[src/rtl/ocra1_grad_seq_pkg.sv]
// Shared constants, state encoding and word helpers for the OCRA1
// gradient sequencer: channel indices, word fields, init payload.
package ocra1_grad_seq_pkg;

  typedef enum logic [1:0] {
    ST_IDLE = 2'd0,
    ST_LOAD = 2'd1,
    ST_SEND = 2'd2,
    ST_INIT = 2'd3
  } state_t;

  localparam logic [1:0] CH_X  = 2'd0;
  localparam logic [1:0] CH_Y  = 2'd1;
  localparam logic [1:0] CH_Z  = 2'd2;
  localparam logic [1:0] CH_Z2 = 2'd3;

  localparam int W_CH_LSB = 25;
  localparam int W_LDAC   = 24;
  localparam int W_PL_LSB = 0;

  localparam int CODE_W = 18;
  localparam int FRAME_W = 4 * CODE_W;

  localparam logic [23:0] INIT_PAYLOAD = 24'h200002;
  localparam logic [3:0]  VAL_PREFIX   = 4'h1;

  localparam logic [17:0] SAT_POS = 18'h1FFFF;
  localparam logic [17:0] SAT_NEG = 18'h20000;

  function automatic logic [31:0] mk_word(
    input logic [1:0]  ch,
    input logic [23:0] pl
  );
    logic [31:0] w;
    w = '0;
    w[W_CH_LSB +: 2]  = ch;
    w[W_LDAC]         = (ch == CH_Z2);
    w[W_PL_LSB +: 24] = pl;
    return w;
  endfunction

  function automatic logic [17:0] val_code(
    input logic [17:0] c
  );
    return c;
  endfunction

  // Sum at 19 bits; overflow when the two top bits differ.
  function automatic logic [17:0] sat18(
    input logic [17:0] a,
    input logic [17:0] b
  );
    logic [18:0] s;
    s = {a[17], a} + {b[17], b};
    if (s[18] != s[17])
      return s[18] ? SAT_NEG : SAT_POS;
    return s[17:0];
  endfunction

endpackage

[src/rtl/ocra1_frame_fifo.sv]
// Synchronous frame FIFO with level output and pass-through at full.
// Ports: wr_data/wr_valid/wr_ready in, rd_data/rd_en/empty/level out.
module ocra1_frame_fifo #(
  parameter int AW = 4,
  parameter int W  = 72
) (
  input  logic          clk,
  input  logic          rst,
  input  logic [W-1:0]  wr_data,
  input  logic          wr_valid,
  output logic          wr_ready,
  output logic [W-1:0]  rd_data,
  input  logic          rd_en,
  output logic          empty,
  output logic [AW:0]   level
);

  localparam int DEPTH = 1 << AW;

  logic [W-1:0] mem [DEPTH];
  logic [AW:0]  wp;
  logic [AW:0]  rp;
  logic         full;
  logic         push;
  logic         pop;

  assign empty = (wp == rp);
  assign full  = (wp[AW] != rp[AW])
              && (wp[AW-1:0] == rp[AW-1:0]);
  assign pop   = rd_en && !empty;
  // A pop in the same cycle frees the slot being written.
  assign wr_ready = !full || pop;
  assign push  = wr_valid && wr_ready;
  assign level = wp - rp;
  assign rd_data = mem[rp[AW-1:0]];

  always_ff @(posedge clk) begin
    if (push)
      mem[wp[AW-1:0]] <= wr_data;
  end

  always_ff @(posedge clk) begin
    if (rst) begin
      wp <= '0;
      rp <= '0;
    end else begin
      if (push) wp <= wp + 1'b1;
      if (pop)  rp <= rp + 1'b1;
    end
  end

endmodule

[src/rtl/ocra1_grad_seq.sv]
// OCRA1 gradient sequencer: frame FIFO, update timer, word FSM, flags.
// Ports: frame in (72b), timer ctl, init req, core status, 32b word out,
// FIFO level, sticky underrun/overrun/data_lost.
// Optional OCRA1_GRAD_OFFSET_EN adds offset_i and a saturating add stage.
module ocra1_grad_seq
  import ocra1_grad_seq_pkg::*;
#(
  parameter int FIFO_AW    = 4,
  parameter int PERIOD_MIN = 8
) (
  input  logic              clk,
  input  logic              rst,
  input  logic [71:0]       frame_i,
  input  logic              frame_valid_i,
  output logic              frame_ready_o,
  input  logic              enable_i,
  input  logic [15:0]       period_i,
  input  logic              init_i,
  input  logic              busy_i,
  input  logic              data_lost_i,
  output logic [31:0]       data_o,
  output logic              valid_o,
  output logic [FIFO_AW:0]  fifo_level_o,
  output logic              underrun_o,
  output logic              overrun_o,
  output logic              data_lost_o
`ifdef OCRA1_GRAD_OFFSET_EN
  ,
  input  logic [71:0]       offset_i
`endif
);

  state_t       state;
  state_t       state_n;
  logic [1:0]   idx;
  logic [1:0]   idx_n;
  logic [15:0]  cnt;
  logic [15:0]  reload;
  logic         tick;
  logic         tick_pend;
  logic         init_pend;
  logic [71:0]  frame_q;
  logic [71:0]  fifo_data;
  logic         fifo_empty;
  logic         pop;
  logic         enter_init;
  logic         clr_tick;
  logic         set_under;
  logic         out_v;
  logic [31:0]  out_w;
  logic [17:0]  code;
  logic [23:0]  pl;

`ifdef OCRA1_GRAD_OFFSET_EN
  logic [71:0]  raw_q;
  logic [71:0]  ofs_q;
`endif

  ocra1_frame_fifo #(
    .AW (FIFO_AW),
    .W  (FRAME_W)
  ) u_fifo (
    .clk      (clk),
    .rst      (rst),
    .wr_data  (frame_i),
    .wr_valid (frame_valid_i),
    .wr_ready (frame_ready_o),
    .rd_data  (fifo_data),
    .rd_en    (pop),
    .empty    (fifo_empty),
    .level    (fifo_level_o)
  );

  assign reload = (period_i < 16'(PERIOD_MIN))
                ? 16'(PERIOD_MIN - 1)
                : period_i - 16'd1;
  assign tick = enable_i && (cnt == 16'd0);

  always_comb begin
    state_n    = state;
    idx_n      = idx;
    pop        = 1'b0;
    enter_init = 1'b0;
    clr_tick   = 1'b0;
    set_under  = 1'b0;
    out_v      = 1'b0;
    out_w      = '0;
    code       = frame_q[18*int'(idx) +: 18];
    pl         = {VAL_PREFIX, val_code(code), 2'b00};
    unique case (state)
      ST_IDLE: begin
        if (init_pend && !busy_i) begin
          state_n    = ST_INIT;
          enter_init = 1'b1;
        end else if (tick_pend && !busy_i) begin
          clr_tick = 1'b1;
          if (!fifo_empty) begin
            pop = 1'b1;
`ifdef OCRA1_GRAD_OFFSET_EN
            state_n = ST_LOAD;
`else
            state_n = ST_SEND;
`endif
          end else begin
            set_under = 1'b1;
          end
        end
      end
      ST_LOAD: begin
        state_n = ST_SEND;
      end
      ST_SEND, ST_INIT: begin
        out_v = 1'b1;
        if (state == ST_INIT)
          pl = INIT_PAYLOAD;
        out_w = mk_word(idx, pl);
        idx_n = idx + 2'd1;
        if (idx == CH_Z2)
          state_n = ST_IDLE;
      end
      default: state_n = ST_IDLE;
    endcase
  end

  always_ff @(posedge clk) begin
    if (rst) begin
      cnt         <= '0;
      tick_pend   <= 1'b0;
      init_pend   <= 1'b0;
      state       <= ST_IDLE;
      idx         <= CH_X;
      data_o      <= '0;
      valid_o     <= 1'b0;
      underrun_o  <= 1'b0;
      overrun_o   <= 1'b0;
      data_lost_o <= 1'b0;
      frame_q     <= '0;
    end else begin
      if (!enable_i)
        cnt <= '0;
      else if (tick)
        cnt <= reload;
      else
        cnt <= cnt - 16'd1;

      // A tick arriving while one is pending merges into it.
      if (tick)
        tick_pend <= 1'b1;
      else if (clr_tick)
        tick_pend <= 1'b0;
      if (tick && tick_pend)
        overrun_o <= 1'b1;
      if (set_under)
        underrun_o <= 1'b1;
      if (data_lost_i)
        data_lost_o <= 1'b1;

      if (enter_init)
        init_pend <= 1'b0;
      else if (init_i)
        init_pend <= 1'b1;

      state   <= state_n;
      idx     <= idx_n;
      data_o  <= out_w;
      valid_o <= out_v;

`ifdef OCRA1_GRAD_OFFSET_EN
      if (state == ST_LOAD) begin
        for (int c = 0; c < 4; c++)
          frame_q[18*c +: 18] <= sat18(raw_q[18*c +: 18],
                                       ofs_q[18*c +: 18]);
      end
`else
      if (pop)
        frame_q <= fifo_data;
`endif
    end
  end

`ifdef OCRA1_GRAD_OFFSET_EN
  // Offset is captured together with the frame at pop time.
  always_ff @(posedge clk) begin
    if (rst) begin
      raw_q <= '0;
      ofs_q <= '0;
    end else if (pop) begin
      raw_q <= fifo_data;
      ofs_q <= offset_i;
    end
  end
`endif

endmodule
[config.mk]
export PLATFORM = sky130hd
export DESIGN_NAME = ocra1_grad_seq
export DESIGN_NICKNAME = d
export VERILOG_FILES = /design/src/rtl/ocra1_grad_seq_pkg.sv /design/src/rtl/ocra1_frame_fifo.sv /design/src/rtl/ocra1_grad_seq.sv
export SDC_FILE = /design/constraint.sdc
export NUM_CORES = 1
export LEC_CHECK = 0
export CAP_MARGIN = 20
export CORE_ASPECT_RATIO = 0.5
export CORE_UTILIZATION = 60
export DETAILED_ROUTE_END_ITERATION = 12
export HOLD_SLACK_MARGIN = 0.1
export PLACE_DENSITY = 0.78
export SYNTH_ARGS = -nofsm -noshare
export SYNTH_HDL_FRONTEND = slang
export SYNTH_SLANG_ARGS = --single-unit
[constraint.sdc]
create_clock -name clk -period 11 [get_ports clk]
set_input_delay 2.2 -clock clk [delete_from_list [all_inputs] [get_ports clk]]
set_output_delay 2.2 -clock clk [all_outputs]
set_load 0.01 [all_outputs]
* After elaboration in Yosys (flattened, before gate mapping)
Memory sizes are Yosys's and may differ from the RTL's. A register that Yosys moved wholly into a read port is not among the register bits. Cells that the tools add are included.
Operators by class: shift-type cells 1, reductions and logical operators 20, magnitude comparators 1, add/subtract/negate cells 6, equality and inequality tests 10, bitwise gates (word level) 2, multipliers 1, muxes and demuxes 26
Operators by type and width (number):
- 72-bit by 8-bit variable part select with 18-bit output | 1
- 16-bit 2-to-1 mux | 2
- 16-bit by 1-bit subtractor with 16-bit output (second input constant) | 2
- 22-bit 2-to-1 mux | 1
- 1-bit 2-to-1 mux | 18
- 16-bit zero test | 1
- 16-bit by 4-bit less-than comparator with 1-bit output (second input constant) | 1
- 5-bit by 1-bit adder with 5-bit output (second input constant) | 2
- 2-bit 2-to-1 mux | 4
- 2-bit OR reduction | 4
- 1-bit logical AND | 7
- 2-bit equality test (second input constant) | 3
- 4-bit by 2-bit multiplier with 6-bit output (first input constant) | 1
- 3-bit inequality test (second input constant) | 2
- 2-bit case mux with 3 select lines | 1
- 5-bit equality test | 1
- 5-bit subtractor | 1
- 4-bit equality test | 1
- 1-bit zero test | 3
- 3-bit AND reduction | 1
- 3-bit OR reduction | 1
- 2-bit by 1-bit adder with 2-bit output (second input constant) | 1
- 2-bit by 1-bit equality test with 1-bit output (second input constant) | 1
- 2-bit zero test | 1
- other kinds (5) | 6
Storage, ports and cells: RAM bits 1152, memories 1, flip-flop bits (word level) 68, word-level logic and storage cells 82
Memories:
- u_fifo.mem | words 16, width 72, read ports 1, clocked after Yosys merged registers in 1, write ports 1, RTL line ocra1_frame_fifo.sv:20 | logic [W-1:0] mem [DEPTH];

* Longest topological paths before layout
depth in word-level cells 10, depth in mapped cells 11

* By module
Synthesis repeated with hierarchy kept, for this count alone.
Second synthesis, totals: cell total of the unflattened synthesis 2434, area, all modules 48963.2 µm²
By module, submodules not included:
- ocra1_frame_fifo | seq. area each 34873.4 µm², cells each 1862, times used 1, area each 43883.3 µm²
- ocra1_grad_seq | seq. area each 2422.3 µm², cells each 572, times used 1, area each 5079.9 µm²

* Least setup slack after synthesis
OpenSTA, ideal clock, no wires.
path kind in2reg, from input busy_i, to memory u_fifo.mem[0][0] (enable), data arrival time 8.140 ns, slack 2.269 ns, required time 10.409 ns, buffers on the path 1, cell stages on the path 6, cells stage by stage or3_1 > o211ai_2 > and2_0 > buf_2 > nand2_1 > nor3_1
Between the ends: word-level cells in the longest chain between the ends 10, elaborated cells between the ends (all ways) 11, classes of those cells 5 x mux; 6 x reduce/logical
Ends and longest elaborated chain:
- start: declaration | RTL line ocra1_grad_seq.sv:19 | input logic busy_i,
- 1-bit zero test * | RTL line ocra1_grad_seq.sv:92, ocra1_grad_seq.sv:95
- 1-bit logical AND | RTL line ocra1_grad_seq.sv:95 | end else if (tick_pend && !busy_i) begin
- 1-bit 2-to-1 mux | RTL line ocra1_grad_seq.sv:95
- 1-bit 2-to-1 mux * | RTL line ocra1_grad_seq.sv:92 | if (init_pend && !busy_i) begin
- 1-bit 2-to-1 mux * | RTL line ocra1_grad_seq.sv:90 | unique case (state)
- 1-bit logical AND * | RTL line ocra1_frame_fifo.sv:30 | assign pop = rd_en && !empty;
- 1-bit logical OR * | RTL line ocra1_frame_fifo.sv:32 | assign wr_ready = !full || pop;
- named net frame_ready_o | RTL line ocra1_grad_seq.sv:15 | output logic frame_ready_o,
- 1-bit logical AND * | RTL line ocra1_frame_fifo.sv:33 | assign push = wr_valid && wr_ready;
- 1-bit 2-to-1 mux * | RTL line ocra1_frame_fifo.sv:38 | if (push)
- 1-bit 2-to-1 mux (not written as such) * | RTL line ocra1_frame_fifo.sv:39 | mem[wp[AW-1:0]] <= wr_data;
- end: declaration | RTL line ocra1_frame_fifo.sv:20
The timed path passes the listed nets; every way through them passes the cells marked *.

* Final worst setup path
from input busy_i, to output frame_ready_o
Between the ends: word-level cells in the longest chain between the ends 7, elaborated cells between the ends (all ways) 8, classes of those cells 3 x mux; 5 x reduce/logical
Ends and longest elaborated chain (RTL line):
- 1-bit zero test * | ocra1_grad_seq.sv:92, ocra1_grad_seq.sv:95
- 1-bit logical AND | ocra1_grad_seq.sv:95
- 1-bit 2-to-1 mux | ocra1_grad_seq.sv:95
- 1-bit 2-to-1 mux * | ocra1_grad_seq.sv:92
- 1-bit 2-to-1 mux * | ocra1_grad_seq.sv:90
- 1-bit logical AND * | ocra1_frame_fifo.sv:30
- 1-bit logical OR * | ocra1_frame_fifo.sv:32
- end: declaration | ocra1_grad_seq.sv:15
Every way passes the cells marked *; elsewhere a longest branch is shown, timed or not.

==> flow_metrics.env <==
export IMPL_hp_start="underrun_o"
export IMPL_antenna_found_initial=3
export IMPL_drt_pass1_iter_count=6
export IMPL_synth_edf_count=1152
export IMPL_cts_tree="done"
export IMPL_core_sq_um=79900
export IMPL_p_switching_w=0.00206
export IMPL_critical_path_class="in2out"
export IMPL_cts_hold_buf=0
export IMPL_drt_wl_total_um=113000
export IMPL_clkPwrFrac_pct=39.9
export IMPL_synth_area_sq_um=48700
export IMPL_hold_class="reg2reg"
export IMPL_io_pins=137
export IMPL_yosys_area_share_simple_pct=2.81
export IMPL_portBuffers=128
export IMPL_fin_skew_ns=0.0356
export IMPL_gp_routability_congestion=0.838
export IMPL_syn_inst=2597
export IMPL_switching_share_pct=21.0
export IMPL_power_density_nw_per_um2=179
export IMPL_hold_viol_final=0
export IMPL_overflow=0
export IMPL_core_rowCount=73
export IMPL_synthXorXnorAreaFrac_pct=0.593
export IMPL_post_cts_buffers=0
export IMPL_clkLatencyLatePin_ns=0.71
export IMPL_r2r_start="u_fifo.rp[2]"
export IMPL_synth_cell_types=50
export IMPL_synth_async_sr_flop_share_pct=0
export IMPL_p_leak_nw=16.5
export IMPL_synth_compound_area_share_pct=4.80
export IMPL_layout_nets=2832
export IMPL_synth_fa_ha_area_share_pct=0.375
export IMPL_syn_to_final_growth_pct=12.5
export IMPL_grt_total_usage_pct=27.7
export IMPL_synth_seq_area_share_pct=76.4
export IMPL_vdd_drop_max_uv=145
export IMPL_synth_top_area_share_pct=71.0
export IMPL_synth_top_cells_by_count="1152 x edfxtp_1, 292 x mux2i_1, 193 x nor2_1"
export IMPL_worst_pin_slew_ns=1.19
export IMPL_cp_startpoint="busy_i"
export IMPL_drc=0
export IMPL_dp_hpwl_um=61900
export IMPL_drive_above_1_share_pct=14.4
export IMPL_period_share_pct=57.2
export IMPL_drt_iter0_drc=3205
export IMPL_ys_flop_type="edfxtp_1"
export IMPL_n_fill_cell=4850
export IMPL_crit_arrival_ns=4.09
export IMPL_grt_pass1_vias=25200
export IMPL_setup_viol=0
export IMPL_vias=25500
export IMPL_cp_required_ns=8.80
export IMPL_die_height_um=204
export IMPL_synth_seq_cells=1283
export IMPL_ant_nets=0
export IMPL_yosys_area_top_type="edfxtp_1"
export IMPL_yosys_warnings=0
export IMPL_power_internal_w=0.00776
export IMPL_avgRoutedWirePerCell_um=29.0
export IMPL_initial_core_util_pct=61.0
export IMPL_dpl_cell_count=3704
export IMPL_root_buffer="clkbuf_16"
export IMPL_dieArea_sq_um=82400
export IMPL_period_minus_slack_ns=6.29
export IMPL_numCtsBuffers=104
export IMPL_status="finished clean"
export IMPL_ys_top_cells_by_area="edfxtp_1 71%, mux4_2 7.5%, mux2i_1 6.0%, dfxtp_1 5.4%, o22ai_1 1.9%"
export IMPL_start_kind="input pin"
export IMPL_clkTransAtPathRegs_ns=0.06
export IMPL_cts_sinks=1283
export IMPL_synth_most_common_cell="edfxtp_1"
export IMPL_max_slew_margin_pct=20.7
export IMPL_vias_per_cell=6.55
export IMPL_comb_power_share_pct=4.6
export IMPL_cts_htree_levels=3
export IMPL_drv_cap=0
export IMPL_clk_path_buf_depth=3
export IMPL_seq_power_share_pct=55.5
export IMPL_fmax_mhz=159
export IMPL_tns_ns=0
export IMPL_final_cells=3901
export IMPL_grt_first_pass_wirelength_um=165000
export IMPL_syn_area_per_cell_sq_um=18.8
export IMPL_final_max_slew_viol_count=0
export IMPL_rsz0062_at_grt="false"
export IMPL_fp_dieW_um=405
export IMPL_synthMuxAreaShare_pct=13.5
export IMPL_cp_end_kind="output pin"
export IMPL_synth_top_family_by_area="multiplexers"
export IMPL_path_max_fanout=6
export IMPL_cts_resized=0
export IMPL_grt_max_degree=86
==> sequential cells by signal, summed over array words and instances (netlist names) <==
name         cells
u_fifo.mem    1152
data_o          23
idx              2
tick_pend        1
frame_q         72
u_fifo.rp        5
u_fifo.wp        5
init_pend        1
data_lost_o      1
state            2
cnt             16
valid_o          1
overrun_o        1
underrun_o       1
==> power groups by stage <==
stage	combinational [W]	clock (W)	sequential (W)
3_3_place_gp	0.000433	0	0.00554
3_5_place_dp	0.000449	0	0.00555
6_report	0.000455	0.00392	0.00544
2_1_floorplan	0.000268	0	0.00553
5_1_grt	0.000492	0.00413	0.00545
4_1_cts	0.000454	0.00394	0.00544
==> kinds of logic (layout without fill, tap and decap cells) <==
kind of cell,after synthesis,after routing
mux,454,454
compound gates,329,329
flops,1283,1283
other cells,1,10
fa+ha+maj,14,14
simple gates,305,305
xor+xnor,33,33
buf+inv,178,386
==> layout make-up <==
class	instances	area, sq um	share of cell area (%)
Clock inverter	55	719	1.31
Antenna cell	2	5.00	0.00913
Multi-Input combinational cell	1143	10900	20.0
Inverter	18	70.1	0.128
Timing Repair Buffer	173	1620	2.95
Clock buffer	140	2890	5.27
Tap cell	1087	1360	2.48
Sequential cell	1283	37200	67.9
==> placed cells by master, fill, tap and decap left out, drive strengths merged, types with 3 or more instances in the layout <==
| cell | instances |
|---|---|
| clkinvlp | 8 |
| a22oi | 72 |
| nand3 | 13 |
| inv | 20 |
| nand2 | 18 |
| clkdlybuf4s50 | 127 |
| a21oi | 15 |
| xnor2 | 17 |
| and2 | 5 |
| nand4 | 6 |
| nor3 | 16 |
| dfxtp | 131 |
| edfxtp | 1152 |
| ha | 13 |
| or3 | 5 |
| conb | 8 |
| clkinv | 31 |
| nor4 | 8 |
| nand2b | 6 |
| clkbuf | 140 |
| nor2b | 21 |
| a211oi | 5 |
| bufinv | 14 |
| xor2 | 16 |
| buf | 46 |
| nor2 | 194 |
| mux4 | 162 |
| and3 | 3 |
| o21ai | 5 |
| a21o | 3 |
| mux2i | 292 |
| a311oi | 73 |
| o22ai | 150 |
==> layer usage <==
metal  share of wire (%)  vias up  GRT usage (%)
li1                    -    10800              -
met1                  39    13100           38.7
met2                  48     1472           44.1
met3                  10      192           6.72
met4                 2.8        4           7.90
met5               0.024        -              0
==> worst paths after layout <==
| kind | cells after the start | slack [ns] | endpoint |
|---|---|---|---|
| setup / recovery | 4 | 4.71 | frame_ready_o |
| hold / removal | 2 | 0.48 | underrun_o |
| setup reg to reg | 8 | 6.34 | u_fifo.mem[13][50] |
| hold reg to reg | 2 | 0.48 | underrun_o |
==> stage by stage <==
| stage | setup slack (ns) | total power (W) | instance area, sq um | hold WS (ns) | util [%] |
|---|---|---|---|---|---|
| finish | 4.71 | 0.00981 | 54800 | 0.480 | 68.6 |
| global route | 4.70 | 0.0101 | 54800 | 0.516 | 68.6 |
| CTS | 4.73 | 0.00984 | 54800 | 0.484 | 68.6 |
| detailed placement | 4.73 | 0.00600 | 51200 | 0.465 | 64.1 |
| global placement | 4.73 | 0.00597 | 51200 | 0.451 | 64.1 |
| floorplan | 2.27 | 0.00580 | 48800 | 0.457 | - |
==> critical path, stage by stage <==
cell,delay [ns]
clkdlybuf4s50_1,0.44
or3_1,0.48
o211ai_2,0.36
clkdlybuf4s50_1,0.61
Power figures use the tool's default switching activity.
